## src/rtl/vec_exec_unit.sv

```systemverilog
// vec_exec_unit: execute stage behind the ALU control decoder.
// Scalar ops, vector broadcast and vector+vector add finish in one cycle.
// Vector-by-scalar multiply runs one lane per cycle. Vector-by-scalar
// divide uses a restoring divider that makes one quotient bit per cycle.
// Optional build macro VEC_EXEC_SAT_EN: ADD/MUL/sum saturate high and
// SUB saturates at zero instead of wrapping.
module vec_exec_unit #(
   parameter int unsigned LANES = 4,
   parameter int unsigned W     = 8
) (
   input  logic                 clk,
   input  logic                 rst_n,
   input  logic                 start,
   input  logic [2:0]           opALU,
   input  logic                 operALUe,
   input  logic                 operALUve,
   input  logic                 operSum,
   input  logic [W-1:0]         scalar_a,
   input  logic [W-1:0]         scalar_b,
   input  logic [LANES*W-1:0]   vec_a,
   input  logic [LANES*W-1:0]   vec_b,
   output logic                 ready,
   output logic                 done,
   output logic [W-1:0]         res_scalar,
   output logic [LANES*W-1:0]   res_vec,
   output logic                 div_zero
);

   localparam int unsigned LW = (LANES > 1) ? $clog2(LANES) : 1;
   localparam int unsigned BW = (W > 1) ? $clog2(W) : 1;

   localparam logic [2:0] OP_MOV   = 3'b000;
   localparam logic [2:0] OP_BCAST = 3'b001;
   localparam logic [2:0] OP_ADD   = 3'b010;
   localparam logic [2:0] OP_SUB   = 3'b011;
   localparam logic [2:0] OP_VMUL  = 3'b100;
   localparam logic [2:0] OP_VDIV  = 3'b110;
   localparam logic [2:0] OP_MUL   = 3'b111;

   typedef enum logic [1:0] {
      IDLE,
      VMUL,
      VDIV,
      DONE
   } state_t;

   state_t               state_q;
   logic                 ready_q;
   logic                 done_q;
   logic [W-1:0]         res_scalar_q;
   logic [LANES*W-1:0]   res_vec_q;
   logic                 div_zero_q;
   logic [LANES*W-1:0]   va_q;
   logic [W-1:0]         b_q;
   logic [LANES*W-1:0]   wv_q;
   logic [LW-1:0]        lane_q;
   logic [BW-1:0]        bit_q;
   logic [W-1:0]         rem_q;
   logic [W-1:0]         quo_q;

   logic [W-1:0]         scalar_d;
   logic [LANES*W-1:0]   vs_d;
   logic [LANES*W-1:0]   sum_d;
   logic [W-1:0]         mul_lane_d;
   logic [W:0]           trial_d;
   logic                 ge_d;
   logic [W-1:0]         rem_d;
   logic [W-1:0]         quo_d;
   logic [W-1:0]         lane_res_d;
   logic [LANES*W-1:0]   wv_d;
   logic [LW-1:0]        lane_d;
   logic                 last_lane_d;
   logic                 last_bit_d;

   function automatic logic [W-1:0] f_add(input logic [W-1:0] x, input logic [W-1:0] y);
`ifdef VEC_EXEC_SAT_EN
      logic [W:0] s;
      s = {1'b0, x} + {1'b0, y};
      return s[W] ? '1 : s[W-1:0];
`else
      return x + y;
`endif
   endfunction

   function automatic logic [W-1:0] f_sub(input logic [W-1:0] x, input logic [W-1:0] y);
`ifdef VEC_EXEC_SAT_EN
      return (x < y) ? '0 : x - y;
`else
      return x - y;
`endif
   endfunction

   function automatic logic [W-1:0] f_mul(input logic [W-1:0] x, input logic [W-1:0] y);
`ifdef VEC_EXEC_SAT_EN
      logic [2*W-1:0] p;
      p = {{W{1'b0}}, x} * {{W{1'b0}}, y};
      return (|p[2*W-1:W]) ? '1 : p[W-1:0];
`else
      return x * y;
`endif
   endfunction

   // Single-cycle results, per-lane multiply and one restoring-divide step
   always_comb begin
      scalar_d = '0;
      case (opALU)
         OP_MOV:  scalar_d = scalar_b;
         OP_ADD:  scalar_d = f_add(scalar_a, scalar_b);
         OP_SUB:  scalar_d = f_sub(scalar_a, scalar_b);
         OP_MUL:  scalar_d = f_mul(scalar_a, scalar_b);
         default: scalar_d = '0;
      endcase

      vs_d  = '0;
      sum_d = '0;
      for (int unsigned i = 0; i < LANES; i++) begin
         if (opALU == OP_BCAST) begin
            vs_d[i*W +: W] = scalar_b;
         end
         sum_d[i*W +: W] = f_add(vec_a[i*W +: W], vec_b[i*W +: W]);
      end

      mul_lane_d = f_mul(va_q[lane_q*W +: W], b_q);

      // Shift the next dividend bit into the partial remainder and try
      // subtracting the divisor; the quotient bit replaces the shifted-out bit
      trial_d = {rem_q, quo_q[W-1]};
      ge_d    = (trial_d >= {1'b0, b_q});
      rem_d   = ge_d ? W'(trial_d - {1'b0, b_q}) : trial_d[W-1:0];
      quo_d   = {quo_q[W-2:0], ge_d};

      lane_res_d = (state_q == VDIV) ? quo_d : mul_lane_d;
      wv_d       = wv_q;
      wv_d[lane_q*W +: W] = lane_res_d;

      lane_d      = lane_q + 1'b1;
      last_lane_d = (lane_q == LW'(LANES - 1));
      last_bit_d  = (bit_q == BW'(W - 1));
   end

   // Control FSM with registered handshake and result registers
   always_ff @(posedge clk or negedge rst_n) begin
      if (!rst_n) begin
         state_q      <= IDLE;
         ready_q      <= 1'b1;
         done_q       <= 1'b0;
         res_scalar_q <= '0;
         res_vec_q    <= '0;
         div_zero_q   <= 1'b0;
         va_q         <= '0;
         b_q          <= '0;
         wv_q         <= '0;
         lane_q       <= '0;
         bit_q        <= '0;
         rem_q        <= '0;
         quo_q        <= '0;
      end else begin
         case (state_q)
            IDLE: begin
               if (start) begin
                  ready_q    <= 1'b0;
                  div_zero_q <= 1'b0;
                  state_q    <= DONE;
                  done_q     <= 1'b1;
                  if (operALUe) begin
                     res_scalar_q <= scalar_d;
                  end else if (operALUve) begin
                     if (opALU == OP_VMUL) begin
                        va_q    <= vec_a;
                        b_q     <= scalar_b;
                        lane_q  <= '0;
                        state_q <= VMUL;
                        done_q  <= 1'b0;
                     end else if (opALU == OP_VDIV) begin
                        if (scalar_b == '0) begin
                           res_vec_q  <= '1;
                           div_zero_q <= 1'b1;
                        end else begin
                           va_q    <= vec_a;
                           b_q     <= scalar_b;
                           quo_q   <= vec_a[W-1:0];
                           rem_q   <= '0;
                           lane_q  <= '0;
                           bit_q   <= '0;
                           state_q <= VDIV;
                           done_q  <= 1'b0;
                        end
                     end else begin
                        res_vec_q <= vs_d;
                     end
                  end else if (operSum) begin
                     res_vec_q <= sum_d;
                  end
               end
            end

            VMUL: begin
               wv_q <= wv_d;
               if (last_lane_d) begin
                  res_vec_q <= wv_d;
                  lane_q    <= '0;
                  state_q   <= DONE;
                  done_q    <= 1'b1;
               end else begin
                  lane_q <= lane_d;
               end
            end

            VDIV: begin
               if (last_bit_d) begin
                  // Lane finished: commit quotient, preload next lane's dividend
                  wv_q  <= wv_d;
                  quo_q <= va_q[lane_d*W +: W];
                  rem_q <= '0;
                  bit_q <= '0;
                  if (last_lane_d) begin
                     res_vec_q <= wv_d;
                     lane_q    <= '0;
                     state_q   <= DONE;
                     done_q    <= 1'b1;
                  end else begin
                     lane_q <= lane_d;
                  end
               end else begin
                  rem_q <= rem_d;
                  quo_q <= quo_d;
                  bit_q <= bit_q + 1'b1;
               end
            end

            DONE: begin
               done_q  <= 1'b0;
               ready_q <= 1'b1;
               state_q <= IDLE;
            end

            default: begin
               state_q <= IDLE;
               ready_q <= 1'b1;
               done_q  <= 1'b0;
            end
         endcase
      end
   end

   assign ready      = ready_q;
   assign done       = done_q;
   assign res_scalar = res_scalar_q;
   assign res_vec    = res_vec_q;
   assign div_zero   = div_zero_q;

endmodule
```

## config.mk

```make
export PLATFORM = sky130hd
export DESIGN_NAME = vec_exec_unit
export DESIGN_NICKNAME = d
export VERILOG_FILES = /design/src/rtl/vec_exec_unit.sv
export SDC_FILE = /design/constraint.sdc
export NUM_CORES = 1
export LEC_CHECK = 0
export ABC_AREA = 1
export CORE_ASPECT_RATIO = 0.7
export CORE_MARGIN = 8
export CORE_UTILIZATION = 58
export DETAILED_ROUTE_END_ITERATION = 8
export MAX_ROUTING_LAYER = met4
export PLACE_DENSITY = 0.8
export SYNTH_ARGS = -nofsm -noshare
export SYNTH_HDL_FRONTEND = slang
export SYNTH_SLANG_ARGS = --single-unit
```

## constraint.sdc

```tcl
create_clock -name clk -period 6.4 [get_ports clk]
set_input_delay 0.64 -clock clk [delete_from_list [all_inputs] [get_ports clk]]
set_output_delay 0.64 -clock clk [all_outputs]
set_load 0.02 [all_outputs]
```

== Word level (Yosys, flattened, before mapping) ==
Cells that the tools add are included.

* Flip-flop bits (word level): 138
* Input bits: 89
* Output and inout bits: 43

* Add/subtract/negate cells: 10
* $mul: 2
* Magnitude comparators: 1
* Eq/ne operators: 24
* Shift operators: 4
* Muxes and demuxes: 80
* Bitwise logic cells: 1
* Reductions and logical operators: 17

{| class="wikitable"
|+ Operators by type and width
! operator !! number
|-
| $mux W32 || 13
|-
| $mux W8 || 20
|-
| $pmux W32 S3 || 1
|-
| $pmux W32 S2 || 1
|-
| $shiftx A32 B6 Y8 || 2
|-
| $add A8 B8 Y8 || 5
|-
| $neg A5 Y34 || 1
|-
| $shift A8 B34 Y32 const A || 1
|-
| $shiftx A8 B34 Y32 || 1
|-
| $bwmux W32 || 1
|-
| $pmux W8 S2 || 2
|-
| $pmux W8 S4 || 1
|-
| $mux W2 || 14
|-
| $mux W3 || 7
|-
| $reduce_and A7 Y1 || 3
|-
| $mul A8 B8 Y8 || 2
|-
| $ne A2 B2 Y1 const B || 8
|-
| $sub A8 B8 Y8 || 2
|-
| $mux W1 || 15
|-
| $eq A3 B3 Y1 const B || 4
|-
| $ne A3 B3 Y1 const B || 4
|-
| $ge A9 B8 Y1 || 1
|-
| $logic_not A8 Y1 || 1
|-
| $pmux W2 S4 || 1
|-
| other kinds (19) || 28
|}

== Logic depth before layout (Yosys ltp) ==
* Word-level depth: 8
* Depth in mapped cells: 32

== Least setup slack after synthesis ==
No wires, ideal clock.

* Path kind: register -> register
* From: register lane_q[0]
* To: register res_vec_q[23] (netlist: res_vec[23])
* Data arrival time: 4559 ps
* Setup slack: 1720 ps
* Cell stages (with the launch flop): 32
* Buffers on the path: 1
* Cells stage by stage: dfrtp_1 -> inv_2 -> buf_6 -> nand2_1 -> nand3_1 -> nand2_1 -> inv_1 -> nand2_1 -> fa_1 -> fa_1 -> inv_1 -> fa_1 -> inv_1 -> fa_1 -> inv_1 -> ha_1 -> a21oi_1 -> nand2_1 -> nand2b_1 -> nand2_1 -> nand2_2 -> nand2_2 -> inv_2 -> nand2_1 -> nand2_1 -> nand3_1 -> nand3_2 -> nand2_4 -> nand3_2 -> nand2_1 -> o21ai_1 -> nand2_1

* Word-level cells in the longest chain between the ends: 8
* Elaborated cells on any way between the ends: 11

{| class="wikitable"
|+ Ends and longest elaborated chain
! item !! RTL line !! source
|-
| from (decl) || 56 || <nowiki>logic [LW-1:0] lane_q;</nowiki>
|-
| from (signal assigned) || 205 || <nowiki>lane_q <= lane_d;</nowiki>
|-
| from (signal assigned) || 222 || <nowiki>lane_q <= lane_d;</nowiki>
|-
| $shiftx A32 B6 Y8 || 123 || <nowiki>mul_lane_d = f_mul(va_q[lane_q*W +: W], b_q);</nowiki>
|-
| $mul A8 B8 Y8 || 99 || <nowiki>return x * y;</nowiki>
|-
| $mux W8 || 132 || <nowiki>lane_res_d = (state_q == VDIV) ? quo_d : mul_lane_d;</nowiki>
|-
| $shiftx A8 B34 Y32 || 134 || <nowiki>wv_d[lane_q*W +: W] = lane_res_d;</nowiki>
|-
| $bwmux W32 || 134 ||
|-
| $mux W32 (*) || 199, 216 ||
|-
| $mux W32 || 210 || <nowiki>if (last_bit_d) begin</nowiki>
|-
| $pmux W32 S3 (*) || 158 || <nowiki>case (state_q)</nowiki>
|-
| to (signal assigned) || 192 || <nowiki>res_vec_q <= sum_d;</nowiki>
|-
| to (signal assigned) || 200 || <nowiki>res_vec_q <= wv_d;</nowiki>
|-
| to (signal assigned) || 217 || <nowiki>res_vec_q <= wv_d;</nowiki>
|-
| to (decl) || 51 || <nowiki>logic [LANES*W-1:0] res_vec_q;</nowiki>
|}

Mark *: on every way between the ends. The rest lies on a longest branch, timed or not. The select of a mux whose other input is x is not followed.
A chain may end at the register's enable or synchronous reset.

== Final worst setup path ==
* From: register lane_q[0]
* To: register wv_q[14]

* Word-level cells in the longest chain between the ends: 7
* Elaborated cells on any way between the ends: 9

{| class="wikitable"
|+ Ends and longest elaborated chain
! item !! RTL line !! source
|-
| $shiftx A32 B6 Y8 || 123 ||
|-
| $mul A8 B8 Y8 || 99 ||
|-
| $mux W8 || 132 ||
|-
| $shiftx A8 B34 Y32 || 134 ||
|-
| $bwmux W32 (*) || 134 ||
|-
| $mux W32 || 210 ||
|-
| $pmux W32 S2 (*) || 158 ||
|-
| to (signal assigned) || 198 || <nowiki>wv_q <= wv_d;</nowiki>
|-
| to (signal assigned) || 212 || <nowiki>wv_q <= wv_d;</nowiki>
|-
| to (decl) || 55 || <nowiki>logic [LANES*W-1:0] wv_q;</nowiki>
|}

Marked as above.

==> impl_metrics.toml <==
[drt]
drc = 0
wl_per_cell_um = 19.1
antenna_left = 0
drt_pass1_iterations = 6
viasPerCell = 5.68
routed_wl_mm = 36.2
drt_iter0_markers = 1464
route.vias.total = 10800

[setup_path]
max_stage_delay_ns = 0.64
r2r_end = "wv_q[14]"
path_class = "reg -> reg"
slowest_stage = "dfrtp_1"
startpoint_type = "flip-flop"
reg2reg_slack_ns = 0.75
worstSetupEndpointType = "flip-flop"
reg2reg_depth = 23
crit_path_frequent_cell = "nand2_1"
crit_chain = "inv_2 -> nand2_1 -> nand3_1 -> nand2_1 -> inv_1 -> nand2_1 -> fa_1 -> fa_1 -> inv_1 -> fa_1 -> inv_1 -> fa_1 -> inv_1 -> ha_1 -> or2_2 -> nand3_1 -> o21ai_0 -> or2_2 -> nor2_1 -> nand2_1 -> o21ai_0 -> nand2_1 -> o21ai_0"
required_ns = 6.75
cp.arrival_ns = 5.99
cp_max_fo = 29
path_delay_family = "adder cells"
cp_num_buf_inv = 5
reg2reg_from = "lane_q[0]"
worstSetupPathDepth = 23

[clock_tree]
clkTransAtPathRegs_ns = 0.06
hold_buffers = 0
cts_tree = "built"
htree_num_levels = 4
numClockSinks = 138
post_cts_buffers = 0
numCtsBuffers = 17
cts.path.max_buffers = 2
cts-root-buf = "clkbuf_16"
clk_latency_ns = 0.44
ctsResizeCount = 0

[power_and_ir_drop]
fin_total_pwr_mw = 6.37
power_density_mw_per_mm2 = 481
peakVddDrop_mv = 0.293
p_leak_nw = 6.70

[floorplan]
start_util = 0.592
dieArea_mm2 = 0.0241
fp.dieH_um = 132
rows = 42
coreArea_mm2 = 0.0189
dieWidth_um = 182
num_io_pins = 132

[placement]
io_buffer_count = 131
hpwlAfterDp_mm = 27.8
place.gp.congestion = 0.941

[global_routing]
overflow = 0
antenna_found_initial = 0
grt_max_degree = 82
grt_pass1_vias = 10200
grt_pass1_wl_mm = 56.5
track_usage = 0.308

[synthesis]
avgSynthCellArea_um2 = 7.31
synth.most_common_cell = "nand2_1"
synth_seq_cells = 138
synthCells = 1532
synthesis.nets = 1739
yosysTopAreaCellShare = 0.306
yosys.area.top_type = "dfrtp_1"
ys_warn_count = 0
synth_ff_type = "dfrtp_1"
synth_area_mm2 = 0.0112
synth_edf_count = 0
synthArstFlopShare = 1.00
netlist_top_cells_count = "nand2_1, inv_1, o21ai_0, dfrtp_1, nor2_1"
synth_area_leaders = "dfrtp_1, nand2_1, ha_1"
synth_cell_types = 53
yosysSeqAreaShare = 0.308

[final_layout]
syn2layout_area_growth_pct = 18.2
final_nets = 1848
drive_above_1_share = 0.0732

[sta]
worstMarginPinSlew_ns = 1.21
maxSlewViolCount = 0
final_hold_viol_count = 0
grt_setup_unrepaired = "no"
setup_viol = 0
finClkSkew_ns = 0.0101
fmax_mhz = 177
finalSetupTns_ns = 0
min_period_over_period = 0.882
slew_headroom = 0.191
holdWs_ns = 0.171
timing.final.crit_period_ns = 5.65

[min_path]
hold_class = "in -> async"

[run]
drv_cap = 0

[status]
status = "finished clean"
worst max path at each step:
stage,from,end,slack (ns)
finish,lane_q[0],wv_q[14],0.75
global route,lane_q[0],res_vec[31],0.40
CTS,lane_q[0],wv_q[14],0.81
detailed placement,lane_q[0],wv_q[14],0.81
global placement,lane_q[0],wv_q[14],0.95
floorplan,lane_q[0],res_vec[23],1.72
layer usage:
metal  GRT usage  wire (µm)  vias up
met1       0.444      16900     5016
met3       0.120       4830       43
li1            -          -     5151
met4      0.0613        439        0
met2       0.398      14100      587
met5           -          0        -
layout by cell type (no fill, tap or decap), types with 4 or more instances in the layout:
master	instances
inv_1	217
nand2_1	377
o211ai_1	11
clkdlybuf4s50_1	130
fa_1	30
o31ai_1	8
dfrtp_1	137
diode_2	5
o21ai_1	11
nand4_1	4
a22o_1	6
nor3_1	6
a22oi_1	4
inv_2	17
xor2_1	26
nand3_1	47
nor2_1	108
ha_1	88
clkbuf_8	5
xnor2_1	13
mux2_2	12
o21ai_0	185
nor2_2	7
o22ai_1	10
clkbuf_16	17
nand2_2	13
buf_4	12
nand3_2	14
and2_1	4
a21oi_1	87
power by group:
part | internal, mW | switching [mW]
clock network | 0.622 | 0.383
registers | 1.22 | 0.295
logic | 1.27 | 2.58
layout make-up:
type,instances,area [µm²]
sequential,138,3450
inverter,236,888
clock inverter,6,86.3
fill,1583,5670
clock buffer,25,505
antenna,5,12.5
tap,242,303
timing repair buffer,143,1400
multi-input combinational,1105,6590
through the flow:
| stage | setup WS, ns | instances | area (µm²) | utilization |
|---|---|---|---|---|
| after floorplan | 1.72 | 1532 | 11200 | - |
| after global placement | 0.950 | 1864 | 12600 | 0.668 |
| after detailed placement | 0.808 | 1864 | 12600 | 0.668 |
| after CTS | 0.805 | 1895 | 13200 | 0.700 |
| after global routing | 0.402 | 1895 | 13200 | 0.700 |
| final | 0.753 | 1900 | 13200 | 0.700 |
logic make-up after synthesis:
| group | Yosys count | synth area share |
|---|---|---|
| and+or+nand+nor | 595 | 0.227 |
| DFF | 138 | 0.308 |
| adders and majority gates | 118 | 0.152 |
| muxes | 12 | 0.0121 |
| xor gates and xnor gates | 39 | 0.0305 |
| buffers and inverters | 289 | 0.104 |
| AOI/OAI and AO/OA | 341 | 0.167 |
state kept, by name, indices dropped and copies added, names as in the netlist:
name and count:
b_q 8, va_q 32, bit_q 3, lane_q 2, div_zero 1, res_scalar 8, rem_q 8, done 1
ready 1, res_vec 32, state_q 2, quo_q 8, wv_q 32
worst reg2reg max path, stage by stage (launching register included):
cell     delay (ns)
dfrtp_1        0.64
inv_2          0.48
nand2_1        0.11
nand3_1        0.12
nand2_1        0.17
inv_1          0.12
nand2_1        0.08
fa_1           0.46
fa_1           0.54
inv_1          0.05
fa_1           0.47
inv_1          0.05
fa_1           0.53
inv_1          0.04
ha_1           0.33
or2_2          0.30
nand3_1        0.06
o21ai_0        0.14
or2_2          0.32
nor2_1         0.16
nand2_1        0.08
o21ai_0        0.12
nand2_1        0.08
o21ai_0        0.10
No activity file was read; power rests on OpenSTA's default activity.
